<file path="config.mk">
export PLATFORM = sky130hd
export DESIGN_NAME = audio_sample_feeder_flat
export DESIGN_NICKNAME = d
export VERILOG_FILES = /design/src/rtl/audio_pkg.sv /design/src/rtl/audio_sample_feeder_if.sv /design/src/rtl/audio_frame_fifo.sv /design/src/rtl/audio_sample_feeder.sv /design/src/flat_wrapper.sv
export SDC_FILE = /design/constraint.sdc
export NUM_CORES = 1
export LEC_CHECK = 0
export CELL_PAD_IN_SITES_DETAIL_PLACEMENT = 0
export CELL_PAD_IN_SITES_GLOBAL_PLACEMENT = 1
export CORE_MARGIN = 8
export CORE_UTILIZATION = 45
export CTS_CLUSTER_SIZE = 10
export DETAILED_ROUTE_END_ITERATION = 10
export HOLD_SLACK_MARGIN = 0.12
export PLACE_DENSITY = 0.73
export SETUP_SLACK_MARGIN = 0.4
export SLEW_MARGIN = 25
export SYNTH_ARGS = -nofsm -noshare
export SYNTH_HDL_FRONTEND = slang
export SYNTH_HIERARCHICAL = 1
export SYNTH_SLANG_ARGS = --single-unit
</file>
<file path="constraint.sdc">
create_clock -name CLK_DAC -period 3.53 [get_ports CLK_DAC]
set_input_delay 0.353 -clock CLK_DAC [delete_from_list [all_inputs] [get_ports CLK_DAC]]
set_output_delay 0.353 -clock CLK_DAC [all_outputs]
set_load 0.005 [all_outputs]
</file>
<file path="src/rtl/audio_pkg.sv">
// Shared types for the audio sample feeder.
//   SAMPLE_WIDTH : default bits per channel sample
//   feed_state_t : FILL (pre-filling / silent) or RUN (playing)
//   channel_t    : LEFT / RIGHT slot of the next transmitter request
//   frame_t      : one stereo frame {l, r} as stored in the FIFO
package audio_pkg;

    localparam int unsigned SAMPLE_WIDTH = 16;

    typedef enum logic {
        FILL = 1'b0,
        RUN  = 1'b1
    } feed_state_t;

    typedef enum logic {
        LEFT  = 1'b0,
        RIGHT = 1'b1
    } channel_t;

    typedef struct packed {
        logic [SAMPLE_WIDTH-1:0] l;
        logic [SAMPLE_WIDTH-1:0] r;
    } frame_t;

endpackage

</file>
<file path="src/rtl/audio_sample_feeder_if.sv">
// Producer / transmitter side bus of the audio sample feeder.
//   master : sound generator + I2S transmitter (drive frames, REQ, UNDERRUN_CLR)
//   slave  : the feeder (returns IN_READY, SAMPLE_OUT, LEVEL, PLAYING, UNDERRUN)
interface audio_sample_feeder_if #(
    parameter int unsigned SAMPLE_WIDTH = 16,
    parameter int unsigned FIFO_DEPTH   = 8
);
    logic [SAMPLE_WIDTH-1:0]       IN_L;
    logic [SAMPLE_WIDTH-1:0]       IN_R;
    logic                          IN_VALID;
    logic                          IN_READY;
    logic                          REQ;
    logic [SAMPLE_WIDTH-1:0]       SAMPLE_OUT;
    logic [$clog2(FIFO_DEPTH):0]   LEVEL;
    logic                          PLAYING;
    logic                          UNDERRUN;
    logic                          UNDERRUN_CLR;

    modport master (
        output IN_L, IN_R, IN_VALID, REQ, UNDERRUN_CLR,
        input  IN_READY, SAMPLE_OUT, LEVEL, PLAYING, UNDERRUN
    );

    modport slave (
        input  IN_L, IN_R, IN_VALID, REQ, UNDERRUN_CLR,
        output IN_READY, SAMPLE_OUT, LEVEL, PLAYING, UNDERRUN
    );
endinterface

</file>
<file path="src/rtl/audio_frame_fifo.sv">
// Synchronous stereo-frame FIFO with first-word fall-through read data.
//   clk, rst_n : clock, async active-low reset
//   wr_i       : write wdata_i (ignored when full)
//   rd_i       : pop head frame (ignored when empty)
//   rdata_c    : head frame, valid while !empty_c
//   full_c     : FIFO_DEPTH frames stored
//   empty_c    : no frame stored
//   level_o    : registered frame count, 0..FIFO_DEPTH
module audio_frame_fifo
    import audio_pkg::*;
#(
    parameter int unsigned FIFO_DEPTH = 8
) (
    input  logic                        clk,
    input  logic                        rst_n,
    input  logic                        wr_i,
    input  logic                        rd_i,
    input  frame_t                      wdata_i,
    output frame_t                      rdata_c,
    output logic                        full_c,
    output logic                        empty_c,
    output logic [$clog2(FIFO_DEPTH):0] level_o
);

    localparam int unsigned AW = $clog2(FIFO_DEPTH);
    localparam int unsigned CW = AW + 1;

    frame_t          mem_q [FIFO_DEPTH];
    logic [AW-1:0]   wr_ptr_q;
    logic [AW-1:0]   rd_ptr_q;
    logic [CW-1:0]   count_q;
    logic            wr_en;
    logic            rd_en;

    assign full_c  = (count_q == CW'(FIFO_DEPTH));
    assign empty_c = (count_q == '0);
    assign wr_en   = wr_i && !full_c;
    assign rd_en   = rd_i && !empty_c;
    assign rdata_c = mem_q[rd_ptr_q];
    assign level_o = count_q;

    // Storage; pointers wrap naturally because FIFO_DEPTH is a power of two.
    always_ff @(posedge clk) begin
        if (wr_en) mem_q[wr_ptr_q] <= wdata_i;
    end

    // Pointers and occupancy count.
    always_ff @(posedge clk or negedge rst_n) begin
        if (!rst_n) begin
            wr_ptr_q <= '0;
            rd_ptr_q <= '0;
            count_q  <= '0;
        end else begin
            if (wr_en) wr_ptr_q <= wr_ptr_q + AW'(1);
            if (rd_en) rd_ptr_q <= rd_ptr_q + AW'(1);
            case ({wr_en, rd_en})
                2'b10:   count_q <= count_q + CW'(1);
                2'b01:   count_q <= count_q - CW'(1);
                default: count_q <= count_q;
            endcase
        end
    end

endmodule

</file>
<file path="src/rtl/audio_sample_feeder.sv">
// Audio sample feeder: buffers stereo frames and answers each transmitter
// REQ rising edge with the next sample, alternating LEFT then RIGHT.
// Playback starts (and restarts after underrun) only once START_LEVEL frames
// are buffered, and state changes only on LEFT events so frames never split.
// Optional macro AUDIO_FEED_HOLD_EN: while silent after something has played,
// repeat the last played L/R instead of outputting 0.
//   CLK_DAC : bit clock shared with the transmitter
//   RESET_n : async active-low reset
//   bus     : slave side of audio_sample_feeder_if (frames in, REQ, samples out,
//             LEVEL, PLAYING, sticky UNDERRUN with UNDERRUN_CLR)
// SAMPLE_WIDTH must equal audio_pkg::SAMPLE_WIDTH since frame_t lives there.
module audio_sample_feeder #(
    parameter int unsigned SAMPLE_WIDTH = audio_pkg::SAMPLE_WIDTH,
    parameter int unsigned FIFO_DEPTH   = 8,
    parameter int unsigned START_LEVEL  = 4
) (
    input  logic                  CLK_DAC,
    input  logic                  RESET_n,
    audio_sample_feeder_if.slave  bus
);

    import audio_pkg::*;

    localparam int unsigned LW = $clog2(FIFO_DEPTH) + 1;

    feed_state_t              state_q, state_d;
    channel_t                 phase_q, phase_d;
    logic                     req_prev_q;
    logic [SAMPLE_WIDTH-1:0]  sample_q, sample_d;
    logic [SAMPLE_WIDTH-1:0]  hold_r_q, hold_r_d;
    logic                     underrun_q, underrun_d;
    logic                     playing_q;
    logic                     ready_q, ready_d;

    logic                     req_evt_c;
    logic                     pop_c;
    logic                     push_c;
    logic [LW-1:0]            level;
    logic [LW-1:0]            level_nxt_c;
    logic [SAMPLE_WIDTH-1:0]  silence_l_c;
    logic [SAMPLE_WIDTH-1:0]  silence_r_c;
    frame_t                   head_c;
    frame_t                   wframe_c;
    logic                     full_c;
    logic                     empty_c;

    assign wframe_c.l = bus.IN_L;
    assign wframe_c.r = bus.IN_R;
    assign push_c     = bus.IN_VALID && ready_q && !full_c;
    assign req_evt_c  = bus.REQ && !req_prev_q;

    audio_frame_fifo #(
        .FIFO_DEPTH (FIFO_DEPTH)
    ) u_fifo (
        .clk     (CLK_DAC),
        .rst_n   (RESET_n),
        .wr_i    (push_c),
        .rd_i    (pop_c),
        .wdata_i (wframe_c),
        .rdata_c (head_c),
        .full_c  (full_c),
        .empty_c (empty_c),
        .level_o (level)
    );

`ifdef AUDIO_FEED_HOLD_EN
    // Last popped frame; stays 0 until the first frame has played.
    logic [SAMPLE_WIDTH-1:0] last_l_q;
    logic [SAMPLE_WIDTH-1:0] last_r_q;

    always_ff @(posedge CLK_DAC or negedge RESET_n) begin
        if (!RESET_n) begin
            last_l_q <= '0;
            last_r_q <= '0;
        end else if (pop_c) begin
            last_l_q <= SAMPLE_WIDTH'(head_c.l);
            last_r_q <= SAMPLE_WIDTH'(head_c.r);
        end
    end

    assign silence_l_c = last_l_q;
    assign silence_r_c = last_r_q;
`else
    assign silence_l_c = '0;
    assign silence_r_c = '0;
`endif

    // State and output registers.
    always_ff @(posedge CLK_DAC or negedge RESET_n) begin
        if (!RESET_n) begin
            state_q    <= FILL;
            phase_q    <= LEFT;
            req_prev_q <= 1'b0;
            sample_q   <= '0;
            hold_r_q   <= '0;
            underrun_q <= 1'b0;
            playing_q  <= 1'b0;
            ready_q    <= 1'b0;
        end else begin
            state_q    <= state_d;
            phase_q    <= phase_d;
            req_prev_q <= bus.REQ;
            sample_q   <= sample_d;
            hold_r_q   <= hold_r_d;
            underrun_q <= underrun_d;
            playing_q  <= (state_d == RUN);
            ready_q    <= ready_d;
        end
    end

    // Next state: LEFT events decide play/fill/underrun, RIGHT events replay held R.
    always_comb begin
        state_d    = state_q;
        phase_d    = phase_q;
        sample_d   = sample_q;
        hold_r_d   = hold_r_q;
        underrun_d = underrun_q && !bus.UNDERRUN_CLR;
        pop_c      = 1'b0;

        if (req_evt_c) begin
            phase_d = (phase_q == LEFT) ? RIGHT : LEFT;
            if (phase_q == RIGHT) begin
                sample_d = hold_r_q;
            end else begin
                sample_d = silence_l_c;
                hold_r_d = silence_r_c;
                case (state_q)
                    RUN: begin
                        if (!empty_c) begin
                            pop_c = 1'b1;
                        end else begin
                            state_d    = FILL;
                            underrun_d = 1'b1;
                        end
                    end
                    FILL: begin
                        if (level >= LW'(START_LEVEL)) begin
                            state_d = RUN;
                            pop_c   = 1'b1;
                        end
                    end
                endcase
                if (pop_c) begin
                    sample_d = SAMPLE_WIDTH'(head_c.l);
                    hold_r_d = SAMPLE_WIDTH'(head_c.r);
                end
            end
        end

        // Ready reflects the count after this cycle's write/pop, so no write is taken while full.
        level_nxt_c = level + LW'(push_c) - LW'(pop_c);
        ready_d     = (level_nxt_c != LW'(FIFO_DEPTH));
    end

    assign bus.IN_READY   = ready_q;
    assign bus.SAMPLE_OUT = sample_q;
    assign bus.LEVEL      = level;
    assign bus.PLAYING    = playing_q;
    assign bus.UNDERRUN   = underrun_q;

endmodule

</file>
<file path="src/flat_wrapper.sv">
// flat-port wrapper written by rule: the top's interface ports become plain ports
module audio_sample_feeder_flat import audio_pkg::*;
#(
    parameter int unsigned SAMPLE_WIDTH = audio_pkg::SAMPLE_WIDTH,
    parameter int unsigned FIFO_DEPTH   = 8,
    parameter int unsigned START_LEVEL  = 4
)
  (CLK_DAC, RESET_n, bus_IN_L, bus_IN_R, bus_IN_VALID, bus_REQ, bus_UNDERRUN_CLR, bus_IN_READY, bus_SAMPLE_OUT, bus_LEVEL, bus_PLAYING, bus_UNDERRUN);
  audio_sample_feeder_if #(.SAMPLE_WIDTH(SAMPLE_WIDTH), .FIFO_DEPTH(FIFO_DEPTH)) bus_i ();
  input  logic CLK_DAC;
  input  logic RESET_n;
  input wire logic [$bits(bus_i.IN_L)-1:0] bus_IN_L;
  input wire logic [$bits(bus_i.IN_R)-1:0] bus_IN_R;
  input wire logic [$bits(bus_i.IN_VALID)-1:0] bus_IN_VALID;
  input wire logic [$bits(bus_i.REQ)-1:0] bus_REQ;
  input wire logic [$bits(bus_i.UNDERRUN_CLR)-1:0] bus_UNDERRUN_CLR;
  output wire logic [$bits(bus_i.IN_READY)-1:0] bus_IN_READY;
  output wire logic [$bits(bus_i.SAMPLE_OUT)-1:0] bus_SAMPLE_OUT;
  output wire logic [$bits(bus_i.LEVEL)-1:0] bus_LEVEL;
  output wire logic [$bits(bus_i.PLAYING)-1:0] bus_PLAYING;
  output wire logic [$bits(bus_i.UNDERRUN)-1:0] bus_UNDERRUN;
  assign bus_i.IN_L = bus_IN_L;
  assign bus_i.IN_R = bus_IN_R;
  assign bus_i.IN_VALID = bus_IN_VALID;
  assign bus_i.REQ = bus_REQ;
  assign bus_i.UNDERRUN_CLR = bus_UNDERRUN_CLR;
  assign bus_IN_READY = bus_i.IN_READY;
  assign bus_SAMPLE_OUT = bus_i.SAMPLE_OUT;
  assign bus_LEVEL = bus_i.LEVEL;
  assign bus_PLAYING = bus_i.PLAYING;
  assign bus_UNDERRUN = bus_i.UNDERRUN;
  audio_sample_feeder #(.SAMPLE_WIDTH(SAMPLE_WIDTH), .FIFO_DEPTH(FIFO_DEPTH), .START_LEVEL(START_LEVEL)) u_core (.CLK_DAC(CLK_DAC), .RESET_n(RESET_n), .bus(bus_i));
endmodule
</file>
# After elaboration in Yosys (flattened, before gate mapping)
# Memory sizes are Yosys's and may differ from the RTL's.
# Cells that the tools add are included.
# totals
reg_bits	47
ramBits	256
in_bits	37
output_inout_bits	23
wordCells	55
n_memories	1
# classes
addsub	6
order_cmp	1
n_eq_ne	4
muxes	18
bitwise_logic	2
reduce_logical	13
# memory_table
name	words	width	rd	rd_clocked_by_memory_dff	write_ports	line	source
u_core.u_fifo.mem_q	8	32	1	0	1	audio_frame_fifo.sv:28	frame_t mem_q [FIFO_DEPTH];
# op_table
operator	count
2-to-1 mux 16 bit	3
2-to-1 mux 1 bit	13
one-hot mux 4 bit (2 select lines)	1
adder 3 x 1 -> 3 bit, second input constant	2
logical AND 1 bit	6
adder 4 x 1 -> 4 bit	1
adder 4 x 1 -> 4 bit, second input constant	1
equality test 4 bit, second input constant	1
greater-or-equal comparator 4 x 3 -> 1 bit, second input constant	1
zero test 1 bit	4
zero test 4 bit	1
inequality test 4 bit, second input constant	1
subtractor 4 x 1 -> 4 bit	1
subtractor 4 x 1 -> 4 bit, second input constant	1
equality test 2 x 1 -> 1 bit, second input constant	1
equality test 2 bit, second input constant	1
inverter 1 bit	2
one-hot mux 1 bit (2 select lines)	1
AND reduction 2 bit	1
nonzero test 2 bit	1

# Logic depth before layout (Yosys ltp)
# Gate-level depths: netlist of run 1.
# logic_depth
ltp_word	10
depth_mapped	14
mapped_depth_nobuf	12

# Hierarchy
# The synthesis of run 1 kept the hierarchy.
# modules_own_cells
module	n_inst	cells_each	area_per_inst_um2	seq_area_each_um2
audio_frame_fifo	1	437	10372.4	7937.6
audio_sample_feeder	1	161	1726.7	925.9

# Least setup slack after synthesis of run 1
# Ideal clock, no wire load.
# synth_timing
kind	flip-flop to flip-flop
from	register u_core.u_fifo.count_q[1] (netlist: u_core/u_fifo/level_o[1])
to	memory u_core/u_fifo/mem_q[1][0] (netlist bit), enable pin
setup_ns	0.461
t_arrival_ns	3.409
required_ns	3.069
path_slack_ns	-0.340
stages_incl_launch_ff	7
path_buffers	0
synth_period_minus_slack_ns	3.870
cell_sequence	dfrtp_1 or4b_4 inv_1 or2_1 inv_1 nand3_1 nor3_1
# synth_via
elab_chain_cells	6
# synth_rtl
item	line	source
from (decl)	audio_frame_fifo.sv:31	logic [CW-1:0] count_q;
from (signal assigned)	audio_frame_fifo.sv:57	2'b10: count_q <= count_q + CW'(1);
from (signal assigned)	audio_frame_fifo.sv:58	2'b01: count_q <= count_q - CW'(1);
from (signal assigned)	audio_frame_fifo.sv:59	default: count_q <= count_q;
equality test 4 bit	audio_frame_fifo.sv:35	assign full_c = (count_q == CW'(FIFO_DEPTH));
named net u_core.full_c	audio_sample_feeder.sv:44	logic full_c;
zero test 1 bit	audio_sample_feeder.sv:49	assign push_c = bus.IN_VALID && ready_q && !full_c;
logical AND 1 bit	audio_sample_feeder.sv:49	
named net u_core.push_c	audio_sample_feeder.sv:37	logic push_c;
logical AND 1 bit	audio_frame_fifo.sv:37	assign wr_en = wr_i && !full_c;
2-to-1 mux 1 bit	audio_frame_fifo.sv:44	if (wr_en) mem_q[wr_ptr_q] <= wdata_i;
2-to-1 mux 1 bit (implied by the code)	audio_frame_fifo.sv:44	
to (decl)	audio_frame_fifo.sv:28	
# The timed path passes the listed nets, and every way through them passes these cells.

# Final worst setup path of run 1
# layout_timing
from	register u_core.u_fifo.count_q[0] (netlist: u_core/u_fifo/level_o[0])
to	register u_core.u_fifo.count_q[3] (netlist: u_core/u_fifo/level_o[3])
# layout_via
word_cells_on_any_way	21
cone_classes	2 x add/sub; 1 x order compare; 3 x eq/ne; 8 x mux; 7 x reduce/logical
# layout_lines
item	line	source
equality test 4 bit (*)	audio_frame_fifo.sv:35	
named net u_core.full_c	audio_sample_feeder.sv:44	
zero test 1 bit (*)	audio_sample_feeder.sv:49	
logical AND 1 bit (*)	audio_sample_feeder.sv:49	
named net u_core.push_c	audio_sample_feeder.sv:37	
logical AND 1 bit (*)	audio_frame_fifo.sv:37	
equality test 2 x 1 -> 1 bit / equality test 2 bit (equally long branches)	audio_frame_fifo.sv:56	case ({wr_en, rd_en})
one-hot mux 4 bit (2 select lines) / nonzero test 2 bit (equally long branches)	n/a	
# Mark *: on every way through the listed nets, which the timed path passes. The rest lies on a longest branch. The select of a mux whose other input is x is not followed.
# A chain may end at the register's enable or synchronous reset.

==> results.json, run 1 <==
{
  "outcome": "completed",
  "worstPathCellList": "or4b_4, inv_1, or2_1, inv_1, nand2_1, ha_4, ha_1, or4b_1, o311ai_0, o211ai_1",
  "die_area_um2": 32400,
  "crit_path_max_fanout": 9,
  "htree_levels": 2,
  "synth-simple-area-share_pct": 3.74,
  "worst_ep_arrival_time_ps": 3340,
  "slew_violations": 0,
  "dieHeight_um": 180,
  "avgViaCountPerCell": 5.58,
  "synth_edf_count": 256,
  "syn_inst": 598,
  "dp_hpwl_mm": 14.8,
  "yosysSeqAreaShare_pct": 73.3,
  "finalHoldViolCount": 0,
  "place.gp.congestion": 0.777,
  "peakVddDrop_mv": 0.352,
  "cpPeakStageDelay_ps": 590,
  "post-cts-setup-buffers": 0,
  "min_period_over_period_pct": 84.3,
  "wl_mm": 24.9,
  "remaining_drc_errors": 0,
  "grt_max_degree": 67,
  "yosysWarnings": 6,
  "initialDrtViolationCount": 416,
  "syn_nets": 647,
  "cts.path.max_buffers": 3,
  "yosysTopAreaCell": "edfxtp_1",
  "fp.dieW_um": 180,
  "area_growth_pct": 18.0,
  "fin_tns_setup_ps": 0,
  "synth_cell_types": 46,
  "p_leak_uw": 0.00482,
  "crit_type": "reg2reg",
  "ys.flop_type": "edfxtp_1",
  "nFillCells": 2007,
  "synth_top_area_share_pct": 63.5,
  "rsz0062_at_grt": "no",
  "cpMaxStageDelayCell": "or4b_4",
  "path_common_cell": "inv_1",
  "final_antenna_net_count": 0,
  "clk_pin_slew_ps": 60,
  "regArea_um2": 8870,
  "start_kind": "register",
  "drive_above_1_share_pct": 22.9,
  "clock_skew_ps": 16.5,
  "synth_fa_ha_area_share_pct": 1.37,
  "wl_per_cell_um": 23.5,
  "max_freq_mhz": 336,
  "core-area_um2": 26700,
  "initial_core_util_pct": 45.4,
  "synth-xor-area-share_pct": 0.579,
  "min_period_ps": 2980,
  "io_pins": 60,
  "core.rowCount": 60,
  "synth_top_family_by_area": "multiplexers",
  "diodes": 0,
  "ys_ff_latch": 303,
  "tightest_slew_ps": 711,
  "r2r_setup_slack_ps": 550,
  "clockRootBuffer": "clkbuf_16",
  "setup_viol": 0,
  "synth_compound_area_share_pct": 2.71,
  "critPathCaptureType": "register",
  "cts_inserted_buffers": 36,
  "final_common_cell": "edfxtp_1",
  "netlist_area_um2": 12100,
  "yosys-top-cells-area": "edfxtp_1, dfrtp_1, mux4_2",
  "synthArstFlopShare_pct": 15.5,
  "power_density_nw_per_um2": 812,
  "clkLatencyLatePin_ps": 510,
  "final_util_pct": 53.6,
  "place_inst": 993,
  "grt_pass1_vias": 6450,
  "cts_sinks": 303,
  "stdcell_count": 1060,
  "fin_worst_hold_slack_ps": 355,
  "cts_tree": "yes",
  "final_cell_mix": "edfxtp_1, clkdlybuf4s50_1, mux4_2",
  "vias": 5910,
  "synth_mux_area_share_pct": 16.0,
  "max-cap-violations": 0,
  "synth_area_per_cell_um2": 20.2,
  "multi_input_area_um2": 3040,
  "numPortBuffers": 59,
  "slew_headroom_pct": 52.6,
  "nets": 740,
  "hold_path_class": "in2reg",
  "drt_first_pass_iters": 4,
  "crit_required_ps": 3890,
  "grt_pass1_wl_mm": 38.6,
  "grt_usage_pct": 15.5,
  "antenna_found_initial": 0,
  "grt.overflow.total": 0
}
==> registers in the layout, summed over array words and instances (netlist names) <==
register                cells
u_core/u_fifo/mem_q       256
u_core/hold_r_q            16
u_core/u_fifo/wr_ptr_q      3
u_core/bus.SAMPLE_OUT      16
u_core/bus.UNDERRUN         1
u_core/bus.IN_READY         1
u_core/u_fifo/level_o       4
u_core/bus.PLAYING          1
u_core/phase_q              1
u_core/u_fifo/rd_ptr_q      3
u_core/req_prev_q           1
==> metrics by stage <==
stage	total power, uW	area, um2	setup WS (ps)
floorplan	7230	12100	467
global placement	8320	13200	427
detailed placement	8420	13200	363
CTS	11700	14300	415
global route	12200	14300	441
finish	11600	14300	553
==> repair_timing <==
item | in CTS | in global routing
endpoints found under the hold margin | 29 | 0
gates resized for setup | 0 | 7
endpoints found under the setup margin | 0 | 2
hold buffers | 1 | 0
==> routing by layer <==
metal | track usage, % | share of wire, % | up-vias
met5 | 0 | 0 | -
met1 | 19.8 | 42 | 3091
met3 | 2.88 | 5.3 | 37
met4 | 4.73 | 2.0 | 0
li1 | - | - | 2629
met2 | 26.6 | 51 | 153
==> cell families (layout without fill, tap and decap cells) <==
kind of cell	after synthesis	count (layout)
adder cells (fa/ha/maj)	12	12
flip-flops	303	303
multiplexers	100	100
AND/OR/NAND/NOR	85	85
AO/OA/AOI/OAI	44	44
XOR/XNOR	8	8
buffers and inverters	46	167
==> synthesized netlist by cell type (2+ instances only) <==
master and number:
a21oi_1 4, a22o_1 16, a31oi_1 16, buf_1 4, buf_12 4, buf_2 8, buf_6 4, clkbuf_1 10
dfrtp_1 47, edfxtp_1 256, fa_1 2, ha_1 10, inv_1 14, mux2_2 33, mux4_1 22, mux4_2 42
nand2_1 25, nand2b_1 2, nand3_1 5, nand3b_1 17, nor2_1 22, nor3_1 2, nor3b_1 4, xnor2_1 6
xor2_1 2
==> path summary, 6_finish.rpt <==
check	startpoint	end	depth (start not counted)
setup reg to reg	u_core/u_fifo/level_o[0]$_DFFE_PN0P_	u_core/u_fifo/level_o[3]$_DFFE_PN0P_	10
setup / recovery	u_core/u_fifo/level_o[0]$_DFFE_PN0P_	u_core/u_fifo/level_o[3]$_DFFE_PN0P_	10
hold / removal	bus_REQ	u_core/req_prev_q$_DFF_PN0_	1
hold reg to reg	u_core/hold_r_q[5]$_DFFE_PN0P_	u_core/hold_r_q[5]$_DFFE_PN0P_	1
max in group asynchronous	RESET_n	u_core/u_fifo/level_o[1]$_DFFE_PN0P_	3
min in group asynchronous	RESET_n	u_core/bus.SAMPLE_OUT[9]$_DFFE_PN0N_	2
==> worst max-delay path, delay by kind of cell, from the launching register on <==
family | cells | cell delay (ps)
fa+ha+maj | 2 | 510
compound gates | 2 | 270
buf+inv | 2 | 140
flops | 1 | 480
simple gates | 4 | 1430
==> layout make-up <==
type	count	area share, %
clock buffers	62	7.14
flip-flops and latches	303	62.1
repair buffers	86	5.89
clock inverters	4	0.193
multi-input cells	249	21.3
inverters	15	0.394
well taps	341	2.99
==> report_power, final <==
part	total (uW)	leakage (uW)	internal, uW	switching, uW
combinational	3300	0.00143	1690	1610
clock	3280	0.000502	1960	1320
sequential	5020	0.00288	4610	411
No activity file was read; power rests on OpenSTA's default activity.
==> run 2: changes to the inputs <==
- clock period: 3.53 -> 2.5 ns (I/O delays scaled with it)
==> run 2 against run 1 <==
Compared with the run above: critical path depth up 2; clock skew up 6.2 ps; worst setup slack worse by 600 ps; the flow now finishes with violations (setup timing); via count up 8.5%; fmax up 17%; cell count up 8.1%; register-to-register slack worse by 600 ps; sequential cell count unchanged; utilization up 6.3 points.
==> results.json, run 2 (synthesis results as in run 1) <==
{
  "crit_path_max_fanout": 2,
  "fp.dieW_um": 180,
  "multi_input_area_um2": 3170,
  "cts_tree": "yes",
  "hold_path_class": "in2async",
  "initial_core_util_pct": 45.4,
  "slew_headroom_pct": 70.6,
  "fin_worst_hold_slack_ps": 209,
  "place.gp.congestion": 0.782,
  "switching_share_pct": 29.0,
  "max_freq_mhz": 392,
  "total_power_uw": 18100,
  "critPathCaptureType": "register",
  "tightest_slew_ps": 441,
  "cellInternalPower_uw": 12800,
  "min_period_ps": 2550,
  "nFillCells": 1823,
  "start_kind": "register",
  "grt.overflow.total": 0,
  "largest_register_ffs": 256,
  "fin_tns_setup_ps": -93.8,
  "remaining_drc_errors": 0,
  "place_inst": 1016,
  "grt_max_degree": 34,
  "grt_pass1_wl_mm": 41.3,
  "p_leak_uw": 0.00552,
  "stdcell_count": 1146,
  "clockRootBuffer": "clkbuf_16",
  "final_antenna_net_count": 0,
  "diodes": 0,
  "top_register": "u_core/u_fifo/mem_q",
  "cts_sinks": 303,
  "core-area_um2": 26700,
  "p_sw_uw": 5250,
  "final_common_cell": "edfxtp_1",
  "clk_pin_slew_ps": 50,
  "cts.path.max_buffers": 3,
  "max-cap-violations": 0,
  "clock_skew_ps": 22.7,
  "regArea_um2": 8870,
  "grt_usage_pct": 16.8,
  "crit_required_ps": 2880,
  "peakVddDrop_mv": 0.515,
  "outcome": "finished with violations",
  "avgViaCountPerCell": 5.60,
  "violations": "setup timing",
  "min_period_over_period_pct": 102,
  "wl_mm": 29.0,
  "clkLatencyLatePin_ps": 510,
  "drive_above_1_share_pct": 33.9,
  "vias": 6413,
  "drt_first_pass_iters": 5,
  "area_growth_pct": 31.9,
  "pwr-share-comb_pct": 35.7,
  "initialDrtViolationCount": 448,
  "pre_cts_ws_ps": -313,
  "antenna_found_initial": 0,
  "numPortBuffers": 59,
  "htree_levels": 2,
  "dp_hpwl_mm": 15.8,
  "nets": 829,
  "setup_viol": 2,
  "finalHoldViolCount": 0,
  "wl_per_cell_um": 25.3,
  "worst_ep_arrival_time_ps": 2920,
  "rsz0062_at_grt": "yes",
  "slew_violations": 0,
  "die_area_um2": 32400,
  "dieHeight_um": 180,
  "final_cell_mix": "edfxtp_1, clkdlybuf4s50_1, clkbuf_16",
  "setup_slack_ps": -48.6,
  "crit_type": "reg2reg",
  "power_density_nw_per_um2": 1130,
  "core.rowCount": 60,
  "cts_inserted_buffers": 36,
  "p_seq_share_pct": 38.9,
  "clock_power_share_pct": 25.4,
  "grt_pass1_vias": 6634,
  "io_pins": 60
}
[run 2: per-stage QoR]
step | util (%) | instance area (um2)
after global routing | 59.9 | 16000
final | 59.9 | 16000
after CTS | 57.5 | 15300
after detailed placement | 51.0 | 13600
after global placement | 51.0 | 13600
after floorplan | - | 12300
[run 2: power by group through the flow]
stage	Clock, uW	Sequential (uW)	Combinational (uW)
2_1_floorplan	0	6960	3420
4_1_cts	4660	7050	5950
6_report	4580	7040	6460
3_3_place_gp	0	7120	5150
5_1_grt	4850	7130	6840
3_5_place_dp	0	7180	5280
[run 2: cell type report]
type                       count  share of cell area [%]
sequential                   303                    55.6
timing repair buffer         175                    15.1
clock inverter                 2                  0.0549
clock buffer                  61                    6.37
multi-input combinational    249                    19.9
inverter                      15                   0.400
tap                          341                    2.67
[run 2: worst paths after layout]
kind | slack [ps] | end | start | cells after the start
max | -50 | u_core/bus.IN_READY$_DFF_PN0_ | u_core/u_fifo/level_o[0]$_DFFE_PN0P_ | 12
min | 210 | u_core/phase_q$_DFFE_PN0N_ | RESET_n | 2
max reg2reg | -50 | u_core/bus.IN_READY$_DFF_PN0_ | u_core/u_fifo/level_o[0]$_DFFE_PN0P_ | 12
min reg2reg | 510 | u_core/hold_r_q[1]$_DFFE_PN0P_ | u_core/hold_r_q[1]$_DFFE_PN0P_ | 1
max in group asynchronous | 1510 | u_core/hold_r_q[4]$_DFFE_PN0P_ | RESET_n | 3
min in group CLK_DAC | 260 | u_core/req_prev_q$_DFF_PN0_ | bus_REQ | 1
[run 2: what timing repair did]
action / CTS / global route
endpoints found under the hold margin: 15 / 0
resized for setup: 42 / 39
setup buffers: 29 / 12
hold buffers: 1 / 0
pin swaps: 12 / 12
gates cloned: 10 / 15
setup endpoints to repair: 165 / 260
[run 2: metal layers]
metal / share of wire, % / global-route usage [%] / vias up / routed length, um
met3: 5.8 / 2.96 / 53 / 1680
li1: - / - / 2814 / -
met1: 40 / 21.3 / 3348 / 11500
met5: 0 / 0 / - / 0
met4: 2.8 / 4.43 / 0 / 812
met2: 52 / 29.4 / 198 / 15000
[run 2: worst max-delay path: stages (launching register included)]
cell and delay [ps]:
dfrtp_2 400, buf_6 120, nor4_4 340, mux2i_4 120, nor2b_4 160, buf_12 120
ha_4 210, inv_4 50, ha_4 120, inv_2 30, fa_2 500, nor3b_2 160
o21ai_1 80
==> run 3: changes to the inputs <==
- CORE_UTILIZATION: 45 -> 47
- PLACE_DENSITY: 0.73 -> 0.76
==> run 3 against run 2 <==
Compared with the run above: the run still ends with setup timing left; via count fell by 1.5%; first-iteration DRC count rose by 16%; cell area fell by 2.9%; routed wire length fell by 5.5%; critical path depth fell by 2; combinational power fell by 3.3%; fmax rose by 0.93%; clock power barely moved; register-to-register slack improved by 20 ps; sequential share of layout area rose by 1.7 points; sequential power fell by 0.7%; power fell by 1.5%; critical endpoint is now u_core/u_fifo/level_o[3]$_DFFE_PN0P_; highest routed layer unchanged.
==> results.json, run 3 (synthesis results as in run 1) <==
{
  "slew_headroom_pct": 59.1,
  "clkLatencyLatePin_ps": 510,
  "min_period_over_period_pct": 101,
  "initialDrtViolationCount": 519,
  "slew_violations": 0,
  "final_antenna_net_count": 0,
  "crit_type": "reg2reg",
  "final_common_cell": "edfxtp_1",
  "place.gp.congestion": 0.767,
  "cts_sinks": 303,
  "place_inst": 1005,
  "setup_viol": 2,
  "cts.path.max_buffers": 3,
  "grt_usage_pct": 17.6,
  "power_density_nw_per_um2": 1150,
  "fin_tns_setup_ps": -30.8,
  "area_growth_pct": 28.1,
  "antenna_found_initial": 0,
  "pre_cts_ws_ps": -351,
  "diodes": 0,
  "crit_path_max_fanout": 5,
  "final_cell_mix": "edfxtp_1, clkdlybuf4s50_1, clkbuf_16, mux4_2, dfrtp_1",
  "outcome": "finished with violations",
  "vias": 6320,
  "p_leak_uw": 0.00533,
  "clock_skew_ps": 16.2,
  "grt_pass1_vias": 6802,
  "cts_inserted_buffers": 36,
  "drt_first_pass_iters": 4,
  "drive_above_1_share_pct": 32.2,
  "min_period_ps": 2530,
  "core-area_um2": 25300,
  "fin_worst_hold_slack_ps": 207,
  "nets": 811,
  "fin_area_um2": 15500,
  "grt_pass1_wl_mm": 41.0,
  "clk_pin_slew_ps": 50,
  "hold_path_class": "in2async",
  "die_area_um2": 31100,
  "wl_mm": 27.4,
  "crit_required_ps": 2860,
  "place_area_um2": 13600,
  "wl_per_cell_um": 24.5,
  "max_freq_mhz": 396,
  "setup_slack_ps": -25.0,
  "violations": "setup timing",
  "dieHeight_um": 176,
  "worst_ep_arrival_time_ps": 2880,
  "ff2ff_path_depth": 10,
  "avgViaCountPerCell": 5.65,
  "peakVddDrop_mv": 0.816,
  "finalHoldViolCount": 0,
  "max-cap-violations": 0,
  "stdcell_count": 1119,
  "remaining_drc_errors": 0,
  "rsz0062_at_grt": "yes",
  "initial_core_util_pct": 47.9,
  "dp_hpwl_mm": 15.2,
  "top_register": "u_core/u_fifo/mem_q",
  "grt.overflow.total": 0,
  "cts_tree": "yes",
  "io_pins": 60,
  "largest_register_ffs": 256,
  "grt_max_degree": 67,
  "clockRootBuffer": "clkbuf_16",
  "numPortBuffers": 59,
  "fp.dieW_um": 176,
  "critPathCaptureType": "register",
  "htree_levels": 2,
  "core.rowCount": 58,
  "start_kind": "register",
  "tightest_slew_ps": 613
}
-- run 3: layout make-up --
cell class              count  area, um2
fillers                  1755       9750
flip-flops and latches    303       8870
multi-input cells         249       3170
repair buffers            157       1960
clock buffers              62        998
well taps                 330        413
inverters                  15       58.8
clock inverters             3       30.0
-- run 3: power breakdown --
part / internal (uW) / leakage (uW) / switching [uW]
logic: 3390 / 0.00196 / 2860
clock network: 2710 / 0.000490 / 1850
registers: 6500 / 0.00288 / 490
-- run 3: layer usage --
layer | vias up | part of all wire, % | global-route usage (%)
met5 | - | 0 | 0
met4 | 0 | 2.6 | 6.30
met3 | 50 | 5.5 | 3.23
met2 | 206 | 52 | 30.5
met1 | 3291 | 40 | 21.8
li1 | 2773 | - | -
-- run 3: repair_timing --
action,4_1_cts,5_1_grt
cloned,6,7
pin swaps,8,11
gates resized for setup,51,17
endpoints found under the setup margin,187,163
setup buffers,29,6
hold buffers,1,0
hold endpoints to repair,14,0
-- run 3: metrics by stage --
| stage | util (%) | power, uW |
|---|---|---|
| after global routing | 61.4 | 18600 |
| after CTS | 60.2 | 17600 |
| after global placement | 53.7 | 12200 |
| final | 61.4 | 17800 |
| after floorplan | - | 10400 |
| after detailed placement | 53.7 | 12400 |
-- run 3: path summary, 6_finish.rpt --
path / startpoint / slack, ps / to
max: u_core/u_fifo/level_o[2]$_DFFE_PN0P_ / -30 / u_core/u_fifo/level_o[3]$_DFFE_PN0P_
min: RESET_n / 210 / u_core/bus.UNDERRUN$_DFF_PN0_
max reg2reg: u_core/u_fifo/level_o[2]$_DFFE_PN0P_ / -30 / u_core/u_fifo/level_o[3]$_DFFE_PN0P_
min reg2reg: u_core/hold_r_q[12]$_DFFE_PN0P_ / 520 / u_core/hold_r_q[12]$_DFFE_PN0P_
max in group asynchronous: RESET_n / 1530 / u_core/hold_r_q[8]$_DFFE_PN0P_
min in group CLK_DAC: bus_REQ / 250 / u_core/req_prev_q$_DFF_PN0_
-- run 3: critical path, cell delays in order (launching register included) --
cell and delay (ps):
dfrtp_2 450, nor4_4 350, mux2i_4 110, nor2b_4 160, o41ai_4 60, inv_2 100
ha_4 190, ha_4 240, or4b_4 490, o311ai_4 80, o211ai_1 130
